[src/rtl/read_write_logic.sv]
// CPU bus front end for the 8259-style interrupt controller: latches write data and decodes
// each completed write into a single command-word strobe, and tracks CPU read cycles.
module read_write_logic (
  input  logic       clk,
  input  logic       rst,
  input  logic       read_in,
  input  logic       write_in,
  input  logic       chipSelect,
  input  logic       A0In,
  input  logic [7:0] inDataBus,
  output logic       writeICW1,
  output logic       writeICW2to4,
  output logic       writeOCW1,
  output logic       writeOCW2,
  output logic       writeOCW3,
  output logic       read_flag,
  output logic [7:0] internalDataBus
);

  typedef enum logic [1:0] {
    READY     = 2'd0,
    WAIT_ICW2 = 2'd1,
    WAIT_ICW3 = 2'd2,
    WAIT_ICW4 = 2'd3
  } init_state_t;

  init_state_t r_state, w_state_next;

  logic       w_wr_act, w_rd_act, w_commit;
  logic       r_wr_hist;
  logic       r_a0;
  logic [7:0] r_data;
  logic       r_sngl, r_ic4, w_sngl_next, w_ic4_next;
  logic       r_icw1, r_icw2to4, r_ocw1, r_ocw2, r_ocw3, r_read_flag;
  logic       w_icw1, w_icw2to4, w_ocw1, w_ocw2, w_ocw3;

  assign w_wr_act = ~chipSelect & ~write_in;
  assign w_rd_act = ~chipSelect & ~read_in;
  // A write is committed on the first edge after it ends, using the last latched byte.
  assign w_commit = r_wr_hist & ~w_wr_act;

  always_comb begin
    w_state_next = r_state;
    w_sngl_next  = r_sngl;
    w_ic4_next   = r_ic4;
    w_icw1       = 1'b0;
    w_icw2to4    = 1'b0;
    w_ocw1       = 1'b0;
    w_ocw2       = 1'b0;
    w_ocw3       = 1'b0;
    if (w_commit) begin
      if (!r_a0) begin
        if (r_data[4]) begin
          w_icw1       = 1'b1;
          w_state_next = WAIT_ICW2;
          w_sngl_next  = r_data[1];
          w_ic4_next   = r_data[0];
        end else if (!r_data[3]) begin
          w_ocw2 = 1'b1;
        end else begin
          w_ocw3 = 1'b1;
        end
      end else if (r_state != READY) begin
        w_icw2to4 = 1'b1;
        case (r_state)
          WAIT_ICW2: begin
            if (!r_sngl)    w_state_next = WAIT_ICW3;
            else if (r_ic4) w_state_next = WAIT_ICW4;
            else            w_state_next = READY;
          end
          WAIT_ICW3: w_state_next = r_ic4 ? WAIT_ICW4 : READY;
          default:   w_state_next = READY;
        endcase
      end else begin
        w_ocw1 = 1'b1;
      end
    end
  end

  always_ff @(posedge clk) begin
    if (rst) begin
      r_state     <= READY;
      r_sngl      <= 1'b0;
      r_ic4       <= 1'b0;
      r_wr_hist   <= 1'b0;
      r_a0        <= 1'b0;
      r_data      <= 8'h00;
      r_icw1      <= 1'b0;
      r_icw2to4   <= 1'b0;
      r_ocw1      <= 1'b0;
      r_ocw2      <= 1'b0;
      r_ocw3      <= 1'b0;
      r_read_flag <= 1'b0;
    end else begin
      r_state     <= w_state_next;
      r_sngl      <= w_sngl_next;
      r_ic4       <= w_ic4_next;
      r_wr_hist   <= w_wr_act;
      if (w_wr_act) begin
        r_a0   <= A0In;
        r_data <= inDataBus;
      end
      r_icw1      <= w_icw1;
      r_icw2to4   <= w_icw2to4;
      r_ocw1      <= w_ocw1;
      r_ocw2      <= w_ocw2;
      r_ocw3      <= w_ocw3;
      r_read_flag <= w_rd_act & ~w_wr_act;
    end
  end

  assign writeICW1       = r_icw1;
  assign writeICW2to4    = r_icw2to4;
  assign writeOCW1       = r_ocw1;
  assign writeOCW2       = r_ocw2;
  assign writeOCW3       = r_ocw3;
  assign read_flag       = r_read_flag;
  assign internalDataBus = r_data;

endmodule

[config.mk]
export PLATFORM = sky130hd
export DESIGN_NAME = read_write_logic
export DESIGN_NICKNAME = d
export VERILOG_FILES = /design/src/rtl/read_write_logic.sv
export SDC_FILE = /design/constraint.sdc
export NUM_CORES = 1
export LEC_CHECK = 0
export BUFFER_PORTS_ARGS = -buffer_cell sky130_fd_sc_hd__buf_2
export CAP_MARGIN = 10
export CORE_MARGIN = 5
export CORE_UTILIZATION = 25
export CTS_CLUSTER_SIZE = 10
export DETAILED_ROUTE_END_ITERATION = 12
export PLACE_DENSITY = 0.53
export SLEW_MARGIN = 0
export SYNTH_ARGS = -nofsm -noshare
export SYNTH_HDL_FRONTEND = slang
export SYNTH_SLANG_ARGS = --single-unit
[constraint.sdc]
create_clock -name clk -period 1.3 [get_ports clk]
set_input_delay 0.13 -clock clk [delete_from_list [all_inputs] [get_ports clk]]
set_output_delay 0.13 -clock clk [all_outputs]
set_load 0.03 [all_outputs]
==> metrics.md <==
| Metric | Value |
|---|---|
| Outcome | `complete, no violations` |
| Die Width | `66.0 um` |
| Sequential cell area | `403 um2` |
| CP required | `1480 ps` |
| Setup CP Type | `reg2reg` |
| Reg2reg end | `r_state[1]$_SDFFE_PP0P_` |
| Worst reg-to-reg path cell count | `5` |
| Placed cell count | `158` |
| Cell Rows | `20` |
| First-pass GRT wire length | `3170 um` |
| Worst Hold Class | `in2reg` |
| Crit path capture type | `flop` |
| RSZ-0062 raised after global routing | `yes` |
| Worst Hold End | `read_flag$_SDFF_PP0_` |
| H-tree levels | `1` |
| Layout cells sized above 1 | `35.8%` |
| Pin count of the biggest net entering global routing | `21` |
| Setup_tns | `0 ps` |
| Max_slew headroom | `74.9%` |
| Startpoint Class | `flop` |
| Least-Margin Pin Slew | `376 ps` |
| Fin crit period | `1260 ps` |
| WHS Path Cells | `2` |
| Via density per instance | `4.41` |
| Synth area leaders | `dfxtp_1, nand2_1, a21oi_1, ha_1, nor4b_1` |
| Top cell type's share of synthesized area | `51.0%` |
| Distinct cells, synth | `26` |
| Ys flop type | `dfxtp_1` |
| IO buf count | `27` |
| R2R Setup Slk | `40 ps` |
| Hold slack | `34.8 ps` |
| CTS Sinks | `20` |
| Hold Crit Start | `chipSelect` |
| Routability cong. | `0.701` |
| EDFF count, synth | `0` |
| WL final | `1870 um` |
| FFs w/ async S/R, synth | `0%` |
| Cells after Synth | `88` |
| Final Hold Fails | `0` |
| Max reg flops | `8` |
| Peak supply drop | `0.000770 V` |
| FMAX | `796 MHz` |
| Pins over their slew limit | `0` |
| Clk slew on worst S/H paths | `110 ps` |
| Leak pwr | `0.434 nW` |
| HPWL after DPL | `1370 um` |
| Max Buffers Root-to-Sink | `2` |
| GRT overflow | `0` |
| Yosys top cell by area | `dfxtp_1` |
| Diodes inserted | `0` |
| Critical path arrival | `1440 ps` |
| DR pass1 iterations | `4` |
| Core Footprint | `3030 um2` |
| Final Instance Count excl. Fillers | `164` |
| Avg Cell Area, Syn | `8.91 um2` |
| Syn Nets | `105` |
| Register area share after synthesis | `51.0%` |
| Vias in the first global route | `737` |
| DRC viols | `0` |
| Max_cap viols | `0` |
| Initial Util | `25.9%` |
| Via Count | `724` |
| Synth Cell Area | `785 um2` |
| TritonCTS clock tree | `yes` |
| Clock Skew | `3.90 ps` |
| Ys Warns | `0` |
| Final Cycle Share | `96.7%` |
| Layout Nets | `138` |
| TritonCTS buffer count | `3` |
| Fillers | `320` |
| Critical R2R Launch | `r_state[0]$_SDFFE_PP0P_` |
| Area of the multi-input gates | `375 um2` |
| Finished Core Util | `34.6%` |
| WL per Instance | `11.4 um` |
| Global Route Usage Sum | `9.27%` |
| Root buffer cell | `clkbuf_4` |
| Die height | `66.0 um` |
| FF+latch count, synth | `20` |
| Die area | `4360 um2` |
| Layout area overhead | `33.7%` |
| Drt initial violations | `4` |
| Largest fanout on the critical path | `3` |
| Finish-stage setup viols | `0` |
| Worst-skew pair later-pin latency | `300 ps` |
| Pwr per Cell Area | `1070 nW/um2` |
| Initial antenna violation count | `0` |
| Routed Antenna Nets | `0` |
| IO Count | `28` |
==> routing by layer <==
layer	track usage (%)	vias up	share of wire, %
met5	0	-	0
met4	2.54	0	1.1
met3	4.25	4	8.3
met2	15.5	28	46
met1	10.6	325	44
li1	-	367	-
==> power breakdown <==
group | internal (mW) | switching, mW
Sequential | 0.629 | 0.0111
Clock | 0.171 | 0.185
Combinational | 0.0491 | 0.0794
==> cells by family (layout without fill, tap and decap cells) <==
family                   Yosys count  after routing  share of synthesized area (%)
buffers and inverters              6             38                           3.03
flip-flops                        20             20                           51.0
adder cells (fa/ha/maj)            3              3                           4.79
AO/OA/AOI/OAI                     21             21                           17.1
AND/OR/NAND/NOR                   38             38                           24.1
==> repair_timing <==
item	4_1_cts	5_1_grt
buffers inserted	0	1
pin swaps	0	2
hold buffers	1	0
resized for setup	1	5
hold endpoints to repair	1	0
endpoints found under the setup margin	1	2
==> worst max-delay path by stage <==
stage | from | end | slack, ps | depth (start not counted)
after floorplan | internalDataBus[4]$_SDFFE_PP0P_ | r_state[0]$_SDFFE_PP0P_ | 100 | 3
after global placement | r_state[1]$_SDFFE_PP0P_ | r_state[0]$_SDFFE_PP0P_ | 90 | 5
after detailed placement | r_state[1]$_SDFFE_PP0P_ | r_state[0]$_SDFFE_PP0P_ | 10 | 5
after CTS | r_state[1]$_SDFFE_PP0P_ | r_state[0]$_SDFFE_PP0P_ | 8 | 5
after global routing | r_state[0]$_SDFFE_PP0P_ | r_state[1]$_SDFFE_PP0P_ | -9 | 5
final | r_state[0]$_SDFFE_PP0P_ | r_state[1]$_SDFFE_PP0P_ | 40 | 5
==> critical path, stage by stage, from the launching register on <==
cell	delay, ps
dfxtp_2	360
inv_1	80
ha_1	220
o21a_1	170
o2111ai_1	200
o32ai_2	110
==> synthesized netlist by cell type (all sizes together), types with 2 or more instances <==
library cell / n
nor3: 2
dfxtp: 20
clkbuf: 2
inv: 3
a21oi: 12
or2: 2
o21ai: 3
nand2: 21
o21a: 2
nor2: 2
ha: 3
nor4b: 2
nand3: 3
==> stage by stage <==
step	cell area, um2	setup WS (ps)	power [mW]
after CTS	1030	8.28	1.14
after global routing	1050	-9.32	1.19
after global placement	977	89.1	0.777
final	1050	43.0	1.12
after floorplan	785	101	0.728
after detailed placement	977	13.8	0.780
==> area by class of cell <==
| class | count | area share [%] |
|---|---|---|
| well taps | 44 | 5.25 |
| flip-flops and latches | 20 | 38.4 |
| multi-input cells | 62 | 35.8 |
| repair buffers | 31 | 16.0 |
| inverters | 3 | 1.07 |
| clock buffers | 4 | 3.46 |
==> cells in the final DEF (no fill, tap or decap) <==
cell,count
ha_4,1
ha_1,1
dfxtp_1,18
dfxtp_2,2
nor2b_1,1
inv_2,1
nor2_1,2
clkbuf_4,3
nor3_1,2
nand2b_1,1
o211ai_1,1
or2_2,1
o32ai_2,1
o2111ai_1,1
and2b_1,1
ha_2,1
o21ai_1,1
inv_1,2
a21oi_1,12
buf_2,27
nand2_1,21
nor3b_1,1
clkbuf_8,1
o21a_1,2
o221a_1,1
o21ai_0,2
nor4_1,1
buf_4,3
and3_4,1
nand3_1,3
dlygate4sd3_1,1
nor4b_1,2
or2_4,1
No activity file was read; power rests on OpenSTA's default activity.
